--- src/rtl/noc_pkg.sv ---
// Shared NoC definitions: flit header field offsets, payload width helper
// and the reassembly FSM state encoding.
package noc_pkg;

   // Header bit offsets counted down from the flit MSB.
   localparam int FVALID_OFS = 0;
   localparam int HEAD_OFS   = 1;
   localparam int TAIL_OFS   = 2;
   localparam int HDR_BITS   = 3;

   function automatic int payload_width(input int width_pkt, input int addr_w, input int vc_w);
      return width_pkt - HDR_BITS - addr_w - vc_w;
   endfunction

   typedef enum logic [1:0] {
      IDLE    = 2'd0,
      COLLECT = 2'd1,
      FULL    = 2'd2
   } state_t;

endpackage

--- src/rtl/depacketizer_reasm.sv ---
// Reassembles head/body/tail NoC flits into one wide packet and holds it
// until the consumer takes it; protocol violations raise a one-cycle err_out.
module depacketizer_reasm
   import noc_pkg::*;
#(
   parameter int ADDRESS_WIDTH    = 4,
   parameter int VC_ADDRESS_WIDTH = 1,
   parameter int WIDTH_PKT        = 36,
   parameter int MAX_FLITS        = 2,
   parameter int WIDTH_DATA       = 56
) (
   input  logic                        clk,
   input  logic                        rst_n,
   input  logic [WIDTH_PKT-1:0]        data_in,
   input  logic                        valid_in,
   output logic                        ready_out,
   output logic [WIDTH_DATA-1:0]       data_out,
   output logic [ADDRESS_WIDTH-1:0]    dst_out,
   output logic [VC_ADDRESS_WIDTH-1:0] vc_out,
   output logic                        valid_out,
   input  logic                        ready_in,
   output logic                        err_out
);

   localparam int P      = payload_width(WIDTH_PKT, ADDRESS_WIDTH, VC_ADDRESS_WIDTH);
   localparam int ASM_W  = MAX_FLITS * P;
   localparam int CW     = $clog2(MAX_FLITS + 1);
   localparam int FV_BIT = WIDTH_PKT - 1 - FVALID_OFS;
   localparam int HD_BIT = WIDTH_PKT - 1 - HEAD_OFS;
   localparam int TL_BIT = WIDTH_PKT - 1 - TAIL_OFS;
   localparam int VC_LSB = WIDTH_PKT - HDR_BITS - VC_ADDRESS_WIDTH;
   localparam logic [CW-1:0] MAX_CNT = CW'(MAX_FLITS);

   state_t                state_reg;
   logic [CW-1:0]         flit_cnt_reg;
   logic [ASM_W-1:0]      asm_reg;

   logic                        f_valid, f_head, f_tail, accept;
   logic [VC_ADDRESS_WIDTH-1:0] f_vc;
   logic [ADDRESS_WIDTH-1:0]    f_dst;
   logic [P-1:0]                f_payload;
   logic [ASM_W-1:0]            head_asm;
   logic [CW-1:0]               cnt_inc;

   assign f_valid   = data_in[FV_BIT];
   assign f_head    = data_in[HD_BIT];
   assign f_tail    = data_in[TL_BIT];
   assign f_vc      = data_in[VC_LSB +: VC_ADDRESS_WIDTH];
   assign f_dst     = data_in[P +: ADDRESS_WIDTH];
   assign f_payload = data_in[P-1:0];

   assign ready_out = (state_reg != FULL);
   assign accept    = valid_in & ready_out & f_valid;
   // A head always starts a fresh assembly: slice 0 loaded, all others zero.
   assign head_asm  = ASM_W'(f_payload) << (ASM_W - P);
   assign cnt_inc   = flit_cnt_reg + 1'b1;
   assign data_out  = asm_reg[ASM_W-1 -: WIDTH_DATA];

   always_ff @(posedge clk or negedge rst_n) begin
      if (!rst_n) begin
         state_reg    <= IDLE;
         flit_cnt_reg <= '0;
         asm_reg      <= '0;
         dst_out      <= '0;
         vc_out       <= '0;
         valid_out    <= 1'b0;
         err_out      <= 1'b0;
      end else begin
         err_out <= 1'b0;
         case (state_reg)
            IDLE, COLLECT: begin
               if (accept) begin
                  if (f_head) begin
                     asm_reg      <= head_asm;
                     dst_out      <= f_dst;
                     vc_out       <= f_vc;
                     flit_cnt_reg <= CW'(1);
                     // Single-slot configurations overrun on any non-tail head.
                     if (f_tail || MAX_FLITS == 1) begin
                        state_reg <= FULL;
                        valid_out <= 1'b1;
                     end else begin
                        state_reg <= COLLECT;
                     end
                     err_out <= (state_reg == COLLECT) | (!f_tail && MAX_FLITS == 1);
                  end else if (state_reg == IDLE) begin
                     err_out <= 1'b1;
                  end else begin
                     for (int k = 1; k < MAX_FLITS; k++) begin
                        if (flit_cnt_reg == CW'(k))
                           asm_reg[(MAX_FLITS-k)*P-1 -: P] <= f_payload;
                     end
                     flit_cnt_reg <= cnt_inc;
                     if (f_tail || cnt_inc == MAX_CNT) begin
                        state_reg <= FULL;
                        valid_out <= 1'b1;
                        err_out   <= !f_tail;
                     end
                  end
               end
            end
            FULL: begin
               if (ready_in) begin
                  state_reg    <= IDLE;
                  valid_out    <= 1'b0;
                  asm_reg      <= '0;
                  flit_cnt_reg <= '0;
               end
            end
            default: state_reg <= IDLE;
         endcase
      end
   end

endmodule

--- config.mk ---
export PLATFORM = sky130hd
export DESIGN_NAME = depacketizer_reasm
export DESIGN_NICKNAME = d
export VERILOG_FILES = /design/src/rtl/noc_pkg.sv /design/src/rtl/depacketizer_reasm.sv
export SDC_FILE = /design/constraint.sdc
export NUM_CORES = 1
export LEC_CHECK = 0
export ABC_AREA = 1
export CAP_MARGIN = 20
export CORE_ASPECT_RATIO = 1.4
export CORE_MARGIN = 2
export CORE_UTILIZATION = 34
export DETAILED_ROUTE_END_ITERATION = 8
export DONT_BUFFER_PORTS = 1
export SLEW_MARGIN = 30
export SYNTH_ARGS = -nofsm -noshare
export SYNTH_HDL_FRONTEND = slang
export SYNTH_SLANG_ARGS = --single-unit
--- constraint.sdc ---
create_clock -name clk -period 1.5 [get_ports clk]
set_input_delay 0.15 -clock clk [delete_from_list [all_inputs] [get_ports clk]]
set_output_delay 0.15 -clock clk [all_outputs]
set_load 0.01 [all_outputs]
==> flow_summary.ini, run 1 <==
[status]
status = finished, violations left
violations = DRC, hold timing

[critical_path]
slowest_stage = dfrtp_1
critPathBufInv = 2
crit_required_ns = 1.75
crit_fanout = 44
critPathKind = flip-flop to flip-flop
slowest_delay_ns = 0.39
timing.critical_path.from = state_reg[0]$_DFFE_PN0P_
crit_family = simple AND/OR/NAND/NOR gates
end_kind = flip-flop
worstPathArrival_ns = 1.66
rr_startpoint = state_reg[0]$_DFFE_PN0P_
path_cells = inv_1, nand3_2, nand3_4, buf_12, nand2_1, o21ai_1
startpoint_type = flip-flop
worst-path-stages = 6
reg2reg_depth = 6

[layout]
most-common-layout-cells = 139 x nand2_1, 67 x dfrtp_1, 34 x nor2_1
largest_register_ffs = 56
filler_cell_count = 891
layout-drive-gt1-share = 0.1710
diodes = 0
final_cells = 493
fin_nets = 423
syn_to_final_growth_pct = 21.68
final_cell_area_mm2 = 0.003876
layout_commonest_cell = nand2_1

[placed_design]
dp_cells = 446
gp_congestion = 0.8149
io_buffers = 0
place_ws_ns = 0.08636
place_area_mm2 = 0.003209
dp_hpwl_um = 4862

[route]
wl_um = 7632
dr_total_vias = 2426
detail_route.iter0.violations = 98
dr.pass1.iters = 7
vias_per_cell = 4.921
wl_per_cell_um = 15.48
drc_errors = 8
ant_nets = 0

[timing]
fin_worst_skew_ns = 0.004497
hold_violations = 67
slew_headroom = 0.8416
rsz0062_at_grt = true
final_max_slew_viol_count = 0
post-route-min-period_ns = 1.407
fmax_ghz = 0.7108
finalSetupViolCount = 0
worst_slew_pin_slew_ns = 0.2377
min_period_over_period = 0.9379
setup_ws_ns = 0.09314
whs_ns = -0.4905

[cts]
root_buffer = clkbuf_16
clk_pin_slew_ns = 0.06
cts_tree = yes
cts_hold_buf = 31
cts_buffer_depth = 2
clk_latency_ns = 0.33
cts_sinks = 67
cts_post_setup_buffers_inserted = 0
cts-buffers-inserted = 9
ctsHtreeMaxLevel = 3

[job]
max_cap_viol_count = 0

[power_and_ir_drop]
vdd_drop_max_mv = 0.6929
power-per-cell-area_mw_per_mm2 = 2089
finalPower_uw = 8097
power.leakage_uw = 0.001944

[synth]
synth-seq-cells = 67
synthDistinctLibCells = 23
yosysWarningCount = 0
synth-seq-area-share = 0.5263
netlist_instances = 354
avgSynthCellArea_um2 = 8.999
syn-num-nets = 396
synthesis.area_mm2 = 0.003186

[die]
io_pins = 104
core_mm2 = 0.009080
die_w_um = 85.81
fp-row-count = 41
start_util = 0.3508
die_h_um = 118.5
dieArea_mm2 = 0.01017

[hold_path]
min_path_type = input port to async pin

[global_routing]
grt_pass1_vias = 2563
grt_start_max_net_pins = 68
grt-ovfl-total = 0
grt_use_total = 0.1612
grt_pass1_wl_um = 12720
antenna_found_initial = 0
==> path summary, 6_finish.rpt <==
kind | endpoint | slack (ns)
setup / recovery | data_out[52]$_DFFE_PN0P_ | 0.09
hold / removal | data_out[26]$_DFFE_PN0P_ | -0.49
setup reg to reg | data_out[52]$_DFFE_PN0P_ | 0.09
hold reg to reg | dst_out[1]$_DFFE_PN0P_ | 0.55
max in group asynchronous | data_out[41]$_DFFE_PN0P_ | 1.88
min in group clk | data_out[39]$_DFFE_PN0P_ | 0
==> cells in the mapped netlist <==
cell,number,area (µm²)
a31oi_1,1,6.260
buf_12,3,60.06
buf_2,4,20.02
buf_4,2,15.01
buf_6,7,78.83
clkbuf_1,5,18.77
dfrtp_1,67,1677
ha_1,2,25.02
inv_1,11,41.29
inv_2,1,3.750
nand2_1,139,521.8
nand2_2,3,18.77
nand2_4,1,11.26
nand3_1,10,50.05
nand3_2,25,250.2
nand3_4,1,17.52
nand4_1,1,6.260
nand4_4,1,21.27
nor2_1,36,135.1
nor3_1,1,5.000
o21ai_0,5,25.02
o21ai_1,18,90.09
o21ai_2,10,87.58
==> routing by layer <==
metal  global-route usage  wire length (µm)  vias up
met5                    0                 0        -
met4              0.08333               195        0
met3              0.05237               446       13
met2               0.2686              3951       68
met1               0.1810              3040     1167
li1                     -                 -     1178
==> cells by family (layout without fill, tap and decap cells) <==
logic type | count (synthesis) | in the layout | synth area share
flops | 67 | 67 | 0.5263
compound gates | 34 | 34 | 0.06559
buf+inv | 33 | 65 | 0.07463
fa+ha+maj | 2 | 2 | 0.007854
simple gates | 218 | 218 | 0.3256
==> layout make-up <==
class / instances / area (µm²) / share of cell area
repair buffers: 37 / 406.6 / 0.1049
flip-flops and latches: 67 / 1677 / 0.4325
well taps: 107 / 133.9 / 0.03454
multi-input cells: 254 / 1285 / 0.3315
inverters: 12 / 45.04 / 0.01162
clock buffers: 12 / 256.5 / 0.06617
clock inverters: 4 / 72.57 / 0.01872
==> through the flow <==
step	util	hold slack, ns	TNS, ns
2_1_floorplan	-	-0.1456	0
3_3_place_gp	0.3535	-0.1436	0
3_5_place_dp	0.3535	-0.1443	0
4_1_cts	0.4250	-0.5062	0
5_1_grt	0.4269	-0.5077	-0.03384
6_report	0.4269	-0.4905	0
==> report_power, final <==
group	total, µW	internal (µW)	switching (µW)
Clock	2310	1540	764
Sequential	3680	2630	1040
Combinational	2120	847	1270
==> what timing repair did <==
action                     4_1_cts  5_1_grt
gates resized for setup          0        4
setup endpoints to repair        0       32
hold endpoints to repair       126       67
Power figures use the tool's default switching activity.
==> run 2: changes to the inputs <==
--- a/config.mk
+++ b/config.mk
@@ -12,7 +12,9 @@
 export CORE_UTILIZATION = 34
 export DETAILED_ROUTE_END_ITERATION = 8
 export DONT_BUFFER_PORTS = 1
+export PLACE_DENSITY = 0.52
 export SLEW_MARGIN = 30
 export SYNTH_ARGS = -nofsm -noshare
 export SYNTH_HDL_FRONTEND = slang
 export SYNTH_SLANG_ARGS = --single-unit
+export TNS_END_PERCENT = 30
==> run 2 against run 1 <==
  * The run still ends with DRC, hold timing left
  * Via count rose by 0.66%
  * Flip-flop and latch count unchanged
  * Clock skew shrank 0.0013 ns
  * Cell area down 0.32%
  * Largest power group unchanged
  * Highest routed layer unchanged
==> flow_summary.ini, run 2 (synthesis gave the netlist of run 1 again) <==
[critical_path]
path_cells = inv_2, nand2_2, nand2_1, nand3_4, buf_12, nand2_1, o21ai_1
crit_family = flip-flops
slowest_stage = dfrtp_2
startpoint_type = flip-flop
crit_required_ns = 1.71
rr_startpoint = state_reg[1]$_DFFE_PN0P_
critPathMostFrequentCell = nand2_1
reg2reg_setup_slack_ns = 0.12
r2r-end = data_out[52]$_DFFE_PN0P_
worstPathArrival_ns = 1.59
timing.critical_path.from = state_reg[1]$_DFFE_PN0P_
worst-path-stages = 7
slowest_delay_ns = 0.45
reg2reg_depth = 7
cp-endpoint = data_out[52]$_DFFE_PN0P_
end_kind = flip-flop
critPathBufInv = 2
critPathKind = flip-flop to flip-flop
crit_fanout = 25

[global_routing]
grt_start_max_net_pins = 68
grt-ovfl-total = 0
grt_use_total = 0.1561
antenna_found_initial = 0
grt_pass1_vias = 2443
grt_pass1_wl_um = 12300

[route]
wl_per_cell_um = 15.40
dr.pass1.iters = 7
detail_route.iter0.violations = 116
wl_um = 7638
dr_total_vias = 2442
drc_errors = 5
vias_per_cell = 4.923
ant_nets = 0

[placed_design]
gp_congestion = 0.7750
io_buffers = 0
dp_hpwl_um = 4925

[timing]
whs_ns = -0.4847
rsz0062_at_grt = false
slew_headroom = 0.8029
fmax_ghz = 0.7222
min_period_over_period = 0.9231
worst_slew_pin_slew_ns = 0.2956
finalSetupViolCount = 0
fin_worst_skew_ns = 0.003219
setup_tns_ns = 0
hold_violations = 67
post-route-min-period_ns = 1.385
final_max_slew_viol_count = 0

[layout]
most-common-layout-cells = 139 x nand2_1, 66 x dfrtp_1, 35 x nor2_1
layout_commonest_cell = nand2_1
filler_cell_count = 865
diodes = 0
largest_register_ffs = 56
fin_nets = 426
layout-drive-gt1-share = 0.1748
syn_to_final_growth_pct = 21.29

[cts]
clk_pin_slew_ns = 0.05
cts-buffers-inserted = 9
cts_tree = yes
cts_buffer_depth = 2
root_buffer = clkbuf_16
cts_sinks = 67
cts_hold_buf = 30
cts_post_setup_buffers_inserted = 0
ctsHtreeMaxLevel = 3
clk_latency_ns = 0.33

[job]
max_cap_viol_count = 0

[die]
core_mm2 = 0.009080
io_pins = 104
fp-row-count = 41
die_w_um = 85.81
die_h_um = 118.5
dieArea_mm2 = 0.01017
start_util = 0.3508

[power_and_ir_drop]
vdd_drop_max_mv = 0.7781
power-per-cell-area_mw_per_mm2 = 2044
power.leakage_uw = 0.001942

[status]
status = finished, violations left
violations = DRC, hold timing

[hold_path]
min_path_type = input port to async pin
==> run 2: layout make-up <==
class	instances	area, µm²	share of cell area
clock inverters	2	35.03	0.009067
clock buffers	14	254.0	0.06574
inverters	12	45.04	0.01166
multi-input cells	254	1282	0.3319
flip-flops and latches	67	1678	0.4343
repair buffers	40	435.4	0.1127
well taps	107	133.9	0.03465
==> run 2: worst min path at each step <==
stage | end | slack [ns] | cells after the start
CTS | data_out[50]$_DFFE_PN0P_ | -0.50 | 0
detailed placement | data_out[50]$_DFFE_PN0P_ | -0.14 | 0
global placement | data_out[50]$_DFFE_PN0P_ | -0.14 | 0
finish | data_out[27]$_DFFE_PN0P_ | -0.48 | 0
global route | data_out[50]$_DFFE_PN0P_ | -0.50 | 0
floorplan | data_out[0]$_DFFE_PN0P_ | -0.15 | 0
==> run 2: repair_timing <==
item	4_1_cts	5_1_grt
setup endpoints to repair	0	31
hold endpoints to repair	124	67
gates resized for setup	0	4
==> run 2: metrics by stage <==
step / utilization / area [µm²] / power, µW / std cells / setup WS (ns)
finish: 0.4255 / 3864 / 7896 / 496 / 0.1153
global route: 0.4255 / 3864 / 8471 / 496 / 0.01438
CTS: 0.4241 / 3851 / 7995 / 496 / 0.005309
detailed placement: 0.3581 / 3252 / 5802 / 450 / 0.01638
global placement: 0.3581 / 3252 / 5743 / 450 / 0.05703
floorplan: - / 3186 / 5299 / 354 / 0.2115
==> run 2: where the power goes <==
group	total (µW)	switching, µW	internal (µW)
Combinational	2160	1260	895
Sequential	3680	1040	2640
Clock	2060	732	1330
==> run 2: metal layers <==
layer | GRT usage | routed length, µm | up-vias
met5 | 0 | 0 | -
met4 | 0.06944 | 119 | 0
met3 | 0.04749 | 456 | 8
met2 | 0.2578 | 3810 | 96
met1 | 0.1844 | 3252 | 1151
li1 | - | - | 1187
